==> config.mk <==
export PLATFORM = sky130hd
export DESIGN_NAME = cp0_ctrl
export DESIGN_NICKNAME = d
export VERILOG_FILES = /design/src/rtl/cp0_ctrl_pkg.sv /design/src/rtl/cp0_ctrl.sv
export SDC_FILE = /design/constraint.sdc
export NUM_CORES = 1
export LEC_CHECK = 0
export BUFFER_PORTS_ARGS = -buffer_cell sky130_fd_sc_hd__clkbuf_2
export CAP_MARGIN = 25
export CORE_UTILIZATION = 34
export DETAILED_ROUTE_END_ITERATION = 6
export GPL_TIMING_DRIVEN = 0
export PLACE_DENSITY = 0.91
export SYNTH_ARGS = -nofsm -noshare
export SYNTH_HDL_FRONTEND = slang
export SYNTH_SLANG_ARGS = --single-unit
==> constraint.sdc <==
create_clock -name clk -period 3.01 [get_ports clk]
set_input_delay 0.7525 -clock clk [delete_from_list [all_inputs] [get_ports clk]]
set_output_delay 0.7525 -clock clk [all_outputs]
set_load 0.03 [all_outputs]
==> src/rtl/cp0_ctrl_pkg.sv <==
`default_nettype none
`timescale 1ns/1ps
// ============================================================================
//  Module   : cp0_ctrl_pkg
//  Brief    : Shared types and constants for the CP0 sequencing controller:
//             FSM state encoding, CP0 register numbers, default vector.
//  Revision : 1.0 - initial release
// ============================================================================
package cp0_ctrl_pkg;

  // Sequencer states; IDLE must be the reset encoding.
  typedef enum logic [2:0] {
    ST_IDLE     = 3'd0,
    ST_INT_SAVE = 3'd1,
    ST_INT_VEC  = 3'd2,
    ST_ERET_CLR = 3'd3,
    ST_ERET_JMP = 3'd4,
    ST_MTC0_WR  = 3'd5,
    ST_MFC0_RD  = 3'd6
  } state_e;

  // CP0 register numbers as encoded in instruction bits [15:11].
  localparam logic [4:0] SEL_SR    = 5'd12;
  localparam logic [4:0] SEL_CAUSE = 5'd13;
  localparam logic [4:0] SEL_EPC   = 5'd14;
  localparam logic [4:0] SEL_PRID  = 5'd15;

  // Default interrupt handler entry (byte address).
  localparam logic [31:0] VECTOR_ADDR_DEFAULT = 32'h0000_4180;

endpackage : cp0_ctrl_pkg
`default_nettype wire

==> src/rtl/cp0_ctrl.sv <==
`default_nettype none
`timescale 1ns/1ps
// ============================================================================
//  Module   : cp0_ctrl
//  Brief    : CP0 sequencing controller for the multicycle MIPS core.
//             Samples each instruction at issue and runs interrupt entry,
//             ERET return, MTC0 write or MFC0 read; stalls the core while
//             busy and redirects the PC for interrupt/ERET.
//  Options  : define CP0_CTRL_INTCNT_EN to add a saturating int_count output
//             (width CNT_W) counting committed interrupt entries.
//  Revision : 1.0 - initial release
// ============================================================================
module cp0_ctrl
  import cp0_ctrl_pkg::*;
#(
  parameter logic [31:0] VECTOR_ADDR = VECTOR_ADDR_DEFAULT
`ifdef CP0_CTRL_INTCNT_EN
  ,parameter int unsigned CNT_W = 16
`endif
) (
  input  logic        clk,
  input  logic        rst,
  input  logic        issue,
  input  logic        is_eret,
  input  logic        is_mtc0,
  input  logic        is_mfc0,
  input  logic [4:0]  rd_sel,
  input  logic        int_req,
  input  logic [29:0] epc_in,
  output logic        cp0_wen,
  output logic        cp0_exlset,
  output logic        cp0_exlclr,
  output logic [4:0]  cp0_sel,
  output logic        stall,
  output logic        pc_redirect,
  output logic [29:0] pc_target,
  output logic        mfc0_valid,
  output logic        int_taken
`ifdef CP0_CTRL_INTCNT_EN
  ,output logic [CNT_W-1:0] int_count
`endif
);

  // Handler vector as a word address; byte-offset bits are dropped.
  localparam logic [29:0] VEC_WORD = VECTOR_ADDR[31:2];

  state_e     state_q, state_d;
  logic [4:0] sel_q,   sel_d;

  // State and latched register-select storage.
  always_ff @(posedge clk or posedge rst) begin
    if (rst) begin
      state_q <= ST_IDLE;
      sel_q   <= 5'd0;
    end else begin
      state_q <= state_d;
      sel_q   <= sel_d;
    end
  end

  // Next-state decode; an issue is only honoured in IDLE, interrupt wins.
  always_comb begin
    state_d = ST_IDLE;
    sel_d   = sel_q;
    unique case (state_q)
      ST_IDLE: begin
        state_d = ST_IDLE;
        if (issue) begin
          sel_d = rd_sel;
          if (int_req)      state_d = ST_INT_SAVE;
          else if (is_eret) state_d = ST_ERET_CLR;
          else if (is_mtc0) state_d = ST_MTC0_WR;
          else if (is_mfc0) state_d = ST_MFC0_RD;
          else              state_d = ST_IDLE;
        end
      end
      ST_INT_SAVE: state_d = ST_INT_VEC;
      ST_ERET_CLR: state_d = ST_ERET_JMP;
      default:     state_d = ST_IDLE;
    endcase
  end

  // Moore output decode; sel 0 in the EXL-update states means no GPR data.
  always_comb begin
    cp0_wen     = 1'b0;
    cp0_exlset  = 1'b0;
    cp0_exlclr  = 1'b0;
    cp0_sel     = 5'd0;
    stall       = (state_q != ST_IDLE);
    pc_redirect = 1'b0;
    pc_target   = 30'd0;
    mfc0_valid  = 1'b0;
    int_taken   = 1'b0;
    unique case (state_q)
      ST_INT_SAVE: begin
        cp0_wen    = 1'b1;
        cp0_exlset = 1'b1;
      end
      ST_INT_VEC: begin
        pc_redirect = 1'b1;
        pc_target   = VEC_WORD;
        int_taken   = 1'b1;
      end
      ST_ERET_CLR: begin
        cp0_wen    = 1'b1;
        cp0_exlclr = 1'b1;
      end
      ST_ERET_JMP: begin
        pc_redirect = 1'b1;
        pc_target   = epc_in;
      end
      ST_MTC0_WR: begin
        cp0_wen = 1'b1;
        cp0_sel = sel_q;
      end
      ST_MFC0_RD: begin
        cp0_sel    = sel_q;
        mfc0_valid = 1'b1;
      end
      default: ;
    endcase
  end

`ifdef CP0_CTRL_INTCNT_EN
  logic [CNT_W-1:0] cnt_q, cnt_d;

  // Saturating count of committed interrupt entries.
  always_comb begin
    cnt_d = cnt_q;
    if (int_taken && (cnt_q != {CNT_W{1'b1}})) cnt_d = cnt_q + 1'b1;
  end

  // Counter register.
  always_ff @(posedge clk or posedge rst) begin
    if (rst) cnt_q <= '0;
    else     cnt_q <= cnt_d;
  end

  assign int_count = cnt_q;
`endif

endmodule : cp0_ctrl
`default_nettype wire

==> run_results.csv <==
group,metric,value,unit
routing,dr.first_iter.drc_count,8,
critical_path,critPathArrivalTime,1.69,ns
clock_tree,post-cts-setup-buffers,0,
critical_path,critical_path.max_fanout,10,
synthesis,combinational_family_with_the_most_area_after_synthesis,"simple AND/OR/NAND/NOR gates",
synthesis,synth.top_cells.by_area,"dfrtp_1 29%, and2_1 26%, mux2_4 11%",
global_routing,grt_pass1_wl,2680,µm
pwr,power,852,µW
die,placeableCoreArea,0.00180,mm²
synthesis,syn-cell-area,681,µm²
sta,relSlewSlack,78.8,%
sta,finalWorstPathRequiredPeriod,2.44,ns
sta,final_cycle_share,81.0,%
synthesis,synthMuxAreaShare,11.0,%
routing,wl_per_cell,11.2,µm
critical_path,r2r_cells,4,
routing,wl,2080,µm
synthesis,synthArstFlopShare,100,%
synthesis,commonest_register_cell_after_synthesis,"dfrtp_1",
die,vertical_die_dimension,46.7,µm
clock_tree,cts-buffers-inserted,3,
cells_and_area,post_layout_nonfiller_instances,185,
synthesis,synth_area_per_cell,9.20,µm²
synthesis,synth_warnings,0,
global_routing,vias_in_the_first_global_route,670,
clock_tree,clock_pin_slew_reported_for_the_worst_setup_and_hold_paths_after_clock_tree_synthesis,0.05,ns
synthesis,synth_fp_nets,116,
clock_tree,cts_hold_repair.buffers,0,
pwr,ir_worst_vdd,456,µV
placement,gp_congestion,0.681,
clock_tree,cts_sinks,8,
routing,drt_first_pass_iters,4,
synthesis,post-synth-top-count-cell,"and2_1",
routing,vias_per_cell,4.43,
cells_and_area,design.final.nets,204,
global_routing,global_route_congestion_overflow_total,0,
sta,slew_viol_final,0,
routing,ant_nets,0,
clock_tree,clock_tree.htree_level_count,1,
synthesis,synthAdderAreaFrac,0,%
cells_and_area,post_route_cells_drive_above_1_share,61.3,%
placement,dpl_cell_area,0.00113,mm²
placement,dp_cells,182,
synthesis,yosysSeqAreaShare,29.4,%
sta,timing.fmax,410,MHz
synthesis,post_synth_xor_area_fraction,1.29,%
clock_tree,cts-root-to-sink-buffers,2,
synthesis,yosysUniqueCellTypes,23,
clock_tree,clock_latency,0.24,ns
synthesis,synth_cells,74,
critical_path,setup.worst_path.class,"reg2out",
critical_path,r2r-end,"sel_q[1]",
clock_tree,cts_repair_resize_count,0,
die,num_io_pins,84,
global_routing,groute.usage.overall,17.1,%
routing,route.vias.total,819,
die,floorplan.rows,15,
cells_and_area,antennaDiodeCount,0,
sta,setup_viol_count_final,0,
run,drv_cap,0,
critical_path,critPathLaunchType,"flop",
cells_and_area,flow.area_growth_from_synthesis,68.9,%
synthesis,synth_largest_area_cell,"dfrtp_1",
global_routing,number_of_antenna_violations_at_the_first_check_in_global_routing,0,
synthesis,synth-compound-area-share,7.35,%
critical_path,minimum_setup_slack_among_reg_to_reg_paths,1.71,ns
pwr,cellLeakagePower,0.750,nW
die,fp.dieArea,0.00218,mm²
routing,post-route-drc-count,0,
die,initial_utilization,37.8,%
global_routing,grt_max_degree,11,
die,chipWidth,46.7,µm
pwr,power_per_cell_area,741,mW/mm²
critical_path,end_kind,"output pin",
placement,post-dp-hpwl,1860,µm
critical_path,worst-endpoint-required,2.26,ns
placement,buffer_ports.inserted,83,
cells_and_area,fillers,167,
synthesis,netlist.area_leader.share,29.4,%
sta,final.setup_skew,0.00110,ns
hold_path,hold_path_class,"in2async",
clock_tree,clock_tree_from_tritoncts,"done",
cells_and_area,post-route-cell-area,0.00115,mm²
clock_tree,cts_root_buf,"clkbuf_4",
synthesis,synth.ff_latch_count,8,
sta,finalSetupTns,0,ns
critical_path,crit-reg2reg-launch,"state_q[2]",
synthesis,synth-edff-count,0,
synthesis,synth_top_cells_by_count,"28 x and2_1, 8 x dfrtp_1, 5 x and3_1, 5 x mux2_4",
sta,rsz_0062_raised_after_global_routing,"no",
sta,tightestPinTransition,0.317,ns
outcome,result_of_the_run,"finished, final reports clean",
synthesis,post_synth_and_or_nand_nor_area_fraction,45.2,%
sta,timing_hold_violations_final,0,
-- per-stage QoR --
stage | setup slack (ns) | hold slack (ns) | utilization (%)
floorplan | 0.841 | 0.473 | -
global route | 0.447 | 0.444 | 63.8
finish | 0.571 | 0.425 | 63.8
global placement | 0.874 | 0.483 | 62.6
detailed placement | 0.841 | 0.489 | 62.6
CTS | 0.570 | 0.432 | 63.8
-- report_power, final --
part | internal (mW) | switching [mW]
clock | 0.0454 | 0.0332
sequential | 0.155 | 0.0362
combinational | 0.224 | 0.358
-- logic make-up after synthesis --
| family | after synthesis |
|---|---|
| AOI/OAI and AO/OA | 7 |
| buffers and inverters | 7 |
| xor gates and xnor gates | 1 |
| muxes | 5 |
| and+or+nand+nor | 46 |
| DFF | 8 |
-- cells in the final DEF (no fill, tap or decap), drive strengths merged --
cell / count
nor2: 3
and3b: 1
mux2: 5
nor3: 2
o21ai: 1
buf: 3
nor2b: 1
inv: 2
nand2: 2
nor3b: 3
xor2: 1
or2: 1
and2: 28
clkbuf: 88
dfrtp: 8
o21bai: 3
a21o: 3
and3: 5
-- cell type report --
cell class	count	area, µm²	area share, %
Timing Repair Buffer	83	415	36.1
Clock buffer	3	22.5	1.96
Tap cell	25	31.3	2.72
Buffer	5	31.3	2.72
Sequential cell	8	200	17.4
Inverter	2	7.51	0.653
Multi-Input combinational cell	59	442	38.4
-- worst max path at each step --
stage               startpoint       endpoint  slack (ns)
floorplan           state_q[2]    pc_redirect        0.84
global placement    state_q[0]  pc_target[11]        0.87
detailed placement  state_q[0]   pc_target[0]        0.84
CTS                 state_q[0]   pc_target[0]        0.57
global route        state_q[0]  pc_target[26]        0.45
finish              state_q[0]  pc_target[16]        0.57
-- state kept, by name (all words and copies together), names as in the netlist --
signal   cells
state_q      3
sel_q        5
-- critical path, stage by stage (launching register included) --
cell and delay [ns]:
dfrtp_1 0.36, buf_4 0.17, nor3b_2 0.25, clkbuf_1 0.28
and2_1 0.18, clkbuf_2 0.20
-- layer usage --
metal | routed length, µm | vias up | global-route usage [%]
met2 | 1130 | 36 | 32.5
met5 | 0 | - | 0
met3 | 158 | 0 | 4.62
met1 | 792 | 366 | 18.9
met4 | 0 | 0 | 3.43
li1 | - | 417 | -
No activity file was read; power rests on OpenSTA's default activity.
